### config.mk
export PLATFORM = sky130hd
export DESIGN_NAME = umi_to_sb_packer
export DESIGN_NICKNAME = d
export VERILOG_FILES = /design/src/rtl/umi_to_sb_packer.sv
export SDC_FILE = /design/constraint.sdc
export NUM_CORES = 1
export LEC_CHECK = 0
export BUFFER_PORTS_ARGS = -buffer_cell sky130_fd_sc_hd__buf_2
export CORE_AREA = 2 2 350 352
export DETAILED_ROUTE_END_ITERATION = 7
export DIE_AREA = 0 0 352 354
export GPL_ROUTABILITY_DRIVEN = 0
export GPL_TIMING_DRIVEN = 0
export MAX_ROUTING_LAYER = met4
export PLACE_DENSITY = 0.84
export SYNTH_ARGS = -nofsm -noshare
export SYNTH_HDL_FRONTEND = slang
export SYNTH_SLANG_ARGS = --single-unit
export TNS_END_PERCENT = 100
### constraint.sdc
create_clock -name clk -period 18 [get_ports clk]
set_input_delay 1.8 -clock clk [delete_from_list [all_inputs] [get_ports clk]]
set_output_delay 1.8 -clock clk [all_outputs]
set_load 0.02 [all_outputs]
### src/rtl/umi_to_sb_packer.sv
// UMI-to-switchboard transmit bridge: packs each UMI beat into one flit and buffers it in a
// small FIFO, deriving the routing destination and the end-of-message flag on entry.
module umi_to_sb_packer #(
    parameter int unsigned DW       = 256,
    parameter int unsigned AW       = 64,
    parameter int unsigned CW       = 32,
    parameter int unsigned DEPTH    = 4,
    parameter int unsigned DEST_LSB = 40,
    parameter int unsigned EOM_BIT  = 22
) (
    input  logic                      clk,
    input  logic                      reset,
    input  logic                      umi_valid,
    output logic                      umi_ready,
    input  logic [CW-1:0]             umi_cmd,
    input  logic [AW-1:0]             umi_dstaddr,
    input  logic [AW-1:0]             umi_srcaddr,
    input  logic [DW-1:0]             umi_data,
    output logic                      sb_valid,
    input  logic                      sb_ready,
    output logic [DW+2*AW+CW-1:0]     sb_data,
    output logic [31:0]               sb_dest,
    output logic                      sb_last,
    output logic [$clog2(DEPTH):0]    level,
    output logic [31:0]               pkt_count
);

    localparam int unsigned FW = DW + 2 * AW + CW;
    localparam int unsigned PW = $clog2(DEPTH);
    localparam int unsigned LW = PW + 1;

    logic [FW-1:0]    data_mem [DEPTH];
    logic [31:0]      dest_mem [DEPTH];
    logic [DEPTH-1:0] last_mem;

    logic [PW-1:0] wr_ptr_q, wr_ptr_d;
    logic [PW-1:0] rd_ptr_q, rd_ptr_d;
    logic [LW-1:0] level_q, level_d;
    logic [31:0]   pkt_count_q, pkt_count_d;

    logic          push;
    logic          pop;
    logic [31:0]   dest_in;

    // Ready depends only on registered occupancy, so a pop never frees a slot in the same cycle.
    assign umi_ready = (level_q != LW'(DEPTH));
    assign sb_valid  = (level_q != '0);
    assign push      = umi_valid && umi_ready;
    assign pop       = sb_valid && sb_ready;

    // Shifting zero-fills destination bits that lie above the top of dstaddr.
    assign dest_in   = 32'(umi_dstaddr >> DEST_LSB);

    always_comb begin
        wr_ptr_d    = wr_ptr_q;
        rd_ptr_d    = rd_ptr_q;
        level_d     = level_q;
        pkt_count_d = pkt_count_q;
        if (push) begin
            wr_ptr_d = wr_ptr_q + PW'(1);
        end
        if (pop) begin
            rd_ptr_d = rd_ptr_q + PW'(1);
            if (last_mem[rd_ptr_q]) begin
                pkt_count_d = pkt_count_q + 32'd1;
            end
        end
        if (push && !pop) begin
            level_d = level_q + LW'(1);
        end else if (pop && !push) begin
            level_d = level_q - LW'(1);
        end
    end

    always_ff @(posedge clk) begin
        if (reset) begin
            wr_ptr_q    <= '0;
            rd_ptr_q    <= '0;
            level_q     <= '0;
            pkt_count_q <= '0;
        end else begin
            wr_ptr_q    <= wr_ptr_d;
            rd_ptr_q    <= rd_ptr_d;
            level_q     <= level_d;
            pkt_count_q <= pkt_count_d;
        end
    end

    // Storage is not reset; contents are only observable while level is non-zero.
    always_ff @(posedge clk) begin
        if (push && !reset) begin
            data_mem[wr_ptr_q] <= {umi_data, umi_srcaddr, umi_dstaddr, umi_cmd};
            dest_mem[wr_ptr_q] <= dest_in;
            last_mem[wr_ptr_q] <= umi_cmd[EOM_BIT];
        end
    end

    assign sb_data   = data_mem[rd_ptr_q];
    assign sb_dest   = dest_mem[rd_ptr_q];
    assign sb_last   = last_mem[rd_ptr_q];
    assign level     = level_q;
    assign pkt_count = pkt_count_q;

endmodule
=== Yosys cells after proc, flatten, opt, wreduce, memory -nomap -nowiden ===
Memories as Yosys holds them, arrays and structs flattened. A register that Yosys moved wholly into a read port is not among the register bits.
Cells that the tools add are included.
W data, S select, Z words.

* Output and inout port bits: 486
* Memory bits (writable): 1760
* Flip-flop bits (word level): 43
* Bits of input ports: 420
* Memories: 2

* $add $sub $neg: 5
* Magnitude comparators: 3
* Mux-type cells: 13
* Eq/ne operators: 1
* Reductions and logical operators: 12

{| class="wikitable"
|+ Memory list
! memory !! depth !! bits a word !! read ports !! clocked after memory_dff !! write ports !! RTL line !! text
|-
| data_mem || 4 || 416 || 1 || 1 || 1 || 32 || <nowiki>logic [FW-1:0] data_mem [DEPTH];</nowiki>
|-
| dest_mem || 4 || 24 || 1 || 1 || 1 || 33 || <nowiki>logic [31:0] dest_mem [DEPTH];</nowiki>
|}

{| class="wikitable"
|+ Operator list
! cell !! count
|-
| $add A32 B1 Y32 const B || 1
|-
| $mux W2 || 4
|-
| $logic_and A1 B1 Y1 || 6
|-
| $lt A2 B3 Y1 const B || 2
|-
| $mux W3 || 2
|-
| $add A2 B1 Y2 const B || 2
|-
| $bwmux W4 || 1
|-
| $mux W1 || 4
|-
| $add A3 B1 Y3 const B || 1
|-
| $logic_not A1 Y1 || 3
|-
| $ne A3 B3 Y1 const B || 1
|-
| $reduce_bool A3 Y1 || 1
|-
| $sub A3 B1 Y3 const B || 1
|-
| $bmux W1 S2 || 1
|-
| $demux W1 S2 || 1
|-
| $ge A2 B1 Y1 const B || 1
|-
| $reduce_and A2 Y1 || 1
|-
| $reduce_bool A2 Y1 || 1
|}

=== Longest topological paths before layout ===
Gate-level depths: netlist (run 1).

* Depth after elaboration: 6
* Mapped depth: 9
* Depth with buffers taken out: 9

=== Worst setup path before layout (run 1) ===
OpenSTA, ideal clock, no wires.

* Path kind: input port to flip-flop
* From: input reset
* To: memory data_mem[0][0] (netlist bit) (enable)
* Stages on the path: 3
* Setup time: 0.835 ns
* Setup slack: 5.554 ns
* Arrival time: 11.611 ns
* Cell sequence: clkbuf_1 -> nor2_1 -> and2_1

* Cells in the longest elaborated chain, start to end: 4

{| class="wikitable"
|+ Ends and longest elaborated chain
! element !! RTL line !! text
|-
| start: declaration || 12 || <nowiki>input logic reset,</nowiki>
|-
| $logic_not A1 Y1 || 91 || <nowiki>if (push && !reset) begin</nowiki>
|-
| $logic_and A1 B1 Y1 || 91 ||
|-
| $mux W1 || 91 ||
|-
| $mux W1 (implied by the code) || 92 || <nowiki>data_mem[wr_ptr_q] <= {umi_data, umi_srcaddr, umi_dstaddr, umi_cmd};</nowiki>
|-
| end: declaration || 32 ||
|}

Every way passes these cells.

==> results of run 1 <==
stage by stage:
step | setup WS (ps) | cell area (µm²)
final | 11900 | 75000
after global routing | 11700 | 74900
after CTS | 11630 | 74800
after detailed placement | 12540 | 69400
after global placement | -1650 | 68600
after floorplan | 5550 | 62100
where the power goes:
group | switching, mW | internal [mW] | leakage (nW) | total (mW)
Clock | 1.51 | 1.93 | 2.59 | 3.44
Combinational | 1.57 | 0.970 | 6.92 | 2.54
Sequential | 0.0701 | 4.60 | 15.4 | 4.67
Total | 3.15 | 7.50 | 24.9 | 10.6
worst max-delay path, stage by stage (launching register included):
cell and delay [ps]:
dfxtp_1 460, clkbuf_2 560, clkbuf_1 860, buf_1 730
mux4_2 550, buf_4 180, buf_2 150
state kept, by name, summed over array words and instances (netlist names), named ones only:
register,cells
data_mem,1661
last_mem,3
level,3
pkt_count,32
rd_ptr_q,2
wr_ptr_q,2
metal layers:
layer,part of all wire,global-route usage
met1,0.32,0.292
met2,0.52,0.441
met3,0.10,0.0843
met4,0.058,0.148
met5,0,-
final timing paths:
check             depth (start not counted)          endpoint    startpoint  slack [ps]
setup / recovery                          6       sb_dest[16]     flip-flop       11900
hold / removal                            2      pkt_count[1]  pkt_count[1]         500
setup reg to reg                          9  data_mem[3][273]      level[0]       14220
hold reg to reg                           2      pkt_count[1]  pkt_count[1]         500
synth_stat cells, drive strengths merged, types with 2 or more instances:
library cell,count,area (µm²)
edfxtp,1664,50000
mux4,417,9390
buf,90,524
clkbuf,45,169
dfxtp,41,821
a21oi,23,115
or4,19,143
nor2,18,67.6
nand2,15,56.3
o31ai,15,113
nand3,12,77.6
nand4,11,75.1
inv,10,37.5
xor2,8,70.1
or3,7,43.8
and2,6,37.5
ha,6,75.1
o21ai,6,30.0
mux2,5,56.3
nor2b,5,31.3
and3,4,25.0
nor4,3,18.8
xnor2,3,26.3
and4,2,17.5
nor3,2,10.0
or2,2,12.5
final cells by class:
type / instances / area, µm²
diodes: 85 / 213
plain buffers: 135 / 696
clock buffers: 198 / 4270
clock inverters: 101 / 1040
fillers: 7683 / 45900
inverters: 10 / 37.5
multi-input cells: 602 / 10600
flip-flops and latches: 1705 / 50800
well taps: 1625 / 2030
repair buffers: 926 / 5300
logic make-up (layout without fill, tap and decap cells):
group | Yosys count | count (layout) | synth area share
and+or+nand+nor | 108 | 108 | 0.0103
adders and majority gates | 7 | 7 | 0.00153
xor gates and xnor gates | 11 | 11 | 0.00155
DFF | 1705 | 1705 | 0.818
buffers and inverters | 145 | 1370 | 0.0118
other | 1 | 93 | 0.0000604
AOI/OAI and AO/OA | 45 | 45 | 0.00429
muxes | 423 | 423 | 0.152
==> results by group, run 1 <==
Critical path
  • Arr. time, crit path: 4300 ps
  • CP max FO: 10
  • Critical path required time: 16,200 ps
  • Startpoint type of the worst setup path: flip-flop
  • CP endpoint kind: primary output
  • Critical setup path kind: reg -> out

STA
  • Part of the cycle the worst path needs: 0.339
  • Period minus WS final: 6100 ps
  • Slew HR: 0.127
  • RSZ-0062 raised after global routing: false
  • Fmax: 164 MHz
  • Tightest Pin Transition: 1310 ps
  • Slew Viols, Final: 0
  • Fin. Hold Viols: 0
  • Hold_ws: 498 ps
  • Setup_tns: 0 ps
  • Setup Skew: 28.5 ps
  • Setup violators final: 0

Pwr
  • P per Cell Area: 142 nW/µm²
  • Worst VDD drop: 0.126 mV
  • PnR Total Power: 10.6 mW
  • Leak pwr: 24.9 nW

Clock network
  • Clk Latency, worst-skew pair: 790 ps
  • Hold_buf cts: 0
  • Post-CTS Setup Bufs: 0
  • Post_cts resized: 0
  • CTS root buf: clkbuf_16
  • Worst-path clk slew: 60 ps
  • CTS tree: built
  • Sink Count: 1,705
  • Largest buffer count on any clock path: 3
  • CTS buffer count: 165
  • H-Tree Level Count: 4

Die
  • Starting Density: 0.513
  • Die area: 125,000 µm²
  • Rows: 128
  • # IOs: 906
  • Die Width: 352 µm
  • Die H: 354 µm
  • Core area: 121,000 µm²

Cells and area
  • Layout cells sized above 1: 0.454
  • Area added between synthesis and finish: 20.8%
  • Commonest non-fill, non-tap cell in the layout: edfxtp_1
  • Util after Layout: 0.620
  • Final net count: 3,972
  • Fin cells: 5,387
  • Commonest cells after routing, fill and taps aside: edfxtp_1, buf_2, mux4_2

Hold path
  • HP Class: reg -> reg

Status
  • Status: finished, final reports clean

Global route
  • Total track usage: 0.269
  • Number of global-route vias before repair: 33,200
  • Largest net degree at the start of global routing: 63
  • Gr ovfl total: 0
  • Initial antenna violation count: 83
  • First-pass GRT wire length: 233,000 µm

Detailed routing
  • Antenna Nets Post-Route: 0
  • Vias per inst: 5.92
  • Final WL: 165,000 µm
  • DR pass1 iterations: 5
  • Detailed-route via count: 31,900
  • Avg WL per Cell: 30.7 µm
  • DRC Markers: 0
  • Detailed Route Iter0 Violations: 3,512

Yosys
  • Synth Instances: 2,445
  • EDFF count, synth: 1,664
  • Yosys reg bits: 1,705
  • Register area share after synthesis: 0.818
  • Average size of a mapped cell: 25.4 µm²
  • Post-Syn Area: 62,100 µm²
  • Most used flip-flop cell after synthesis: edfxtp_1
  • Async set or reset register ratio after synthesis: 0
  • YS warnings: 0
  • Post-synth cell types: 38

Place
  • Hpwl dp: 101,000 µm
  • PortBufs: 896
  • Post-placement cell count: 5,003

Run
  • Max-cap violations: 0
Note: power is estimated with default switching activity, not from simulation.
==> run 2, diff against run 1 <==
clock period = 6.05 ns   (was 18 ns; I/O delays follow)
==> run 2 against run 1 <==
  * Utilization increased by 3.1 points
  * Count of clock-buffer cells in the layout increased by 8
  * Via count increased by 7.9%
  * Largest cell class unchanged
  * Largest power group unchanged
  * Highest routed layer unchanged
  * Critical path type unchanged
  * Flip-flop and latch count unchanged
==> results by group, run 2 (same netlist as run 1, synthesis figures left out) <==
Clock network
  • Worst-path clk slew: 60 ps
  • CTS buffer count: 165
  • CTS root buf: clkbuf_16
  • Post-CTS Setup Bufs: 0
  • Sink Count: 1,705
  • Hold_buf cts: 380
  • Largest buffer count on any clock path: 3
  • H-Tree Level Count: 4
  • Clk Latency, worst-skew pair: 820 ps
  • Post_cts resized: 0
  • CTS tree: built

Die
  • Core area: 121,000 µm²
  • Die H: 354 µm
  • Rows: 128
  • Die Width: 352 µm
  • # IOs: 906
  • Starting Density: 0.513
  • Die area: 125,000 µm²

Cells and area
  • Layout cells sized above 1: 0.409
  • Reg area: 50,800 µm²
  • Fin cells: 5,743
  • Multi-input gate area: 10,600 µm²
  • # fillers: 7,246
  • Util after Layout: 0.651
  • Area added between synthesis and finish: 26.8%
  • Commonest cells after routing, fill and taps aside: edfxtp_1, buf_2, mux4_2
  • Max reg flops: 1,661
  • Reg with most FFs: data_mem
  • Final net count: 4,352
  • Commonest non-fill, non-tap cell in the layout: edfxtp_1

Place
  • Pre-CTS setup slack: 1830 ps
  • PortBufs: 896
  • Post-placement cell count: 5,003
  • Hpwl dp: 99,800 µm

STA
  • Fin. Hold Viols: 0
  • Setup Skew: 35.7 ps
  • Period minus WS final: 4930 ps
  • Fin worst setup slack: 1120 ps
  • Part of the cycle the worst path needs: 0.814
  • RSZ-0062 raised after global routing: false
  • Fmax: 203 MHz
  • Slew HR: 0.105
  • Tightest Pin Transition: 1340 ps
  • Slew Viols, Final: 0
  • Setup violators final: 0

Critical path
  • RR Endpoint: data_mem[3][196]
  • Worst r2r src: level[0]
  • CP Depth: 5
  • Most frequent CP cell: clkbuf_1
  • Startpoint type of the worst setup path: flip-flop
  • R2R cell count: 8
  • Worst-path cell chain: clkbuf_2, clkbuf_1, clkbuf_1, mux4_2, buf_2
  • Top cell family by delay on the critical path: buffers and inverters
  • Bufs and invs on worst path: 4
  • Max stage delay cell, worst path: clkbuf_1
  • CP max FO: 10
  • CP endpoint kind: primary output
  • Arr. time, crit path: 4320 ps
  • Critical setup path kind: reg -> out
  • Worst Setup EP: sb_data[159]
  • R2R setup slack: 2500 ps
  • Critical path required time: 5440 ps
  • Slowest stage delay, CP: 1040 ps

Pwr
  • Sw Ratio: 0.301
  • P per Cell Area: 408 nW/µm²
  • Leak pwr: 26.5 nW
  • Combinational share of power: 0.246
  • Share of power burned in registers: 0.434
  • Cell Int Power: 22.4 mW
  • Worst VDD drop: 0.427 mV
  • Clock power frac: 0.320
  • Net Sw Power: 9.67 mW

Detailed routing
  • Final WL: 180,000 µm
  • Detailed-route via count: 34,400
  • Detailed Route Iter0 Violations: 3,990
  • Vias per inst: 5.99
  • Antenna Nets Post-Route: 0
  • DRC Markers: 0
  • Avg WL per Cell: 31.4 µm
  • DR pass1 iterations: 5

Status
  • Status: finished, final reports clean

Hold path
  • HP Class: in -> reg
  • Min-delay src: umi_data[247]
  • Hold Path Stages: 1

Global route
  • First-pass GRT wire length: 254,000 µm
  • Largest net degree at the start of global routing: 60
  • Gr ovfl total: 0
  • Total track usage: 0.292
  • Number of global-route vias before repair: 36,200
  • Initial antenna violation count: 50

Run
  • Max-cap violations: 0
run 2: cell count changes in the layout (fill, tap and decap cells not counted), sizes merged:
cell,delta
bufinv,-3
clkinvlp,+5
dlygate4sd3,+380
clkinv,+1
inv,-9
clkbuf,+8
diode,-26
run 2: final cells by class:
cell class,count,share of cell area
Inverter,10,0.000477
Buffer,135,0.00884
Clock buffer,206,0.0555
Tap cell,1625,0.0258
Timing Repair Buffer,1306,0.116
Clock inverter,95,0.0116
Multi-Input combinational cell,602,0.135
Sequential cell,1705,0.645
Antenna cell,59,0.00188
run 2: worst min-delay path by stage:
stage                       endpoint  slack, ps
floorplan                wr_ptr_q[1]        470
global placement        pkt_count[1]        480
detailed placement      pkt_count[1]        480
CTS                 data_mem[1][102]        0.3
global route         data_mem[2][37]         20
finish              data_mem[3][407]         50
run 2: routing by layer:
metal,part of all wire,track usage,up-vias
li1,-,-,13600
met5,0,-,-
met2,0.52,0.490,2673
met4,0.064,0.163,0
met1,0.31,0.312,17500
met3,0.10,0.0842,627
run 2: metrics by stage:
stage / total power, mW / hold WS (ps) / instance area (µm²) / setup TNS (ps)
6_report: 32.1 / 45.1 / 78700 / 0
3_3_place_gp: 21.5 / 484 / 68600 / -7033300
5_1_grt: 32.8 / 15.4 / 78700 / 0
2_1_floorplan: 18.9 / 469 / 62100 / -969120
4_1_cts: 31.8 / 0.259 / 78500 / 0
3_5_place_dp: 21.5 / 483 / 69500 / 0
run 2: power groups by stage:
stage | Clock, mW | Combinational [mW] | Sequential, mW
after floorplan | 0 | 4.70 | 14.2
after CTS | 10.2 | 7.74 | 13.9
after global routing | 10.7 | 8.16 | 14.0
final | 10.3 | 7.90 | 13.9
after detailed placement | 0 | 7.38 | 14.1
after global placement | 0 | 7.17 | 14.3
run 2: worst register-to-register path, cell delays in order, from the launching register on:
cell,delay (ps)
dfxtp_1,490
or3b_2,210
nand2_1,130
nor2_1,260
and2_4,650
buf_16,370
buf_16,350
buf_16,310
buf_16,370
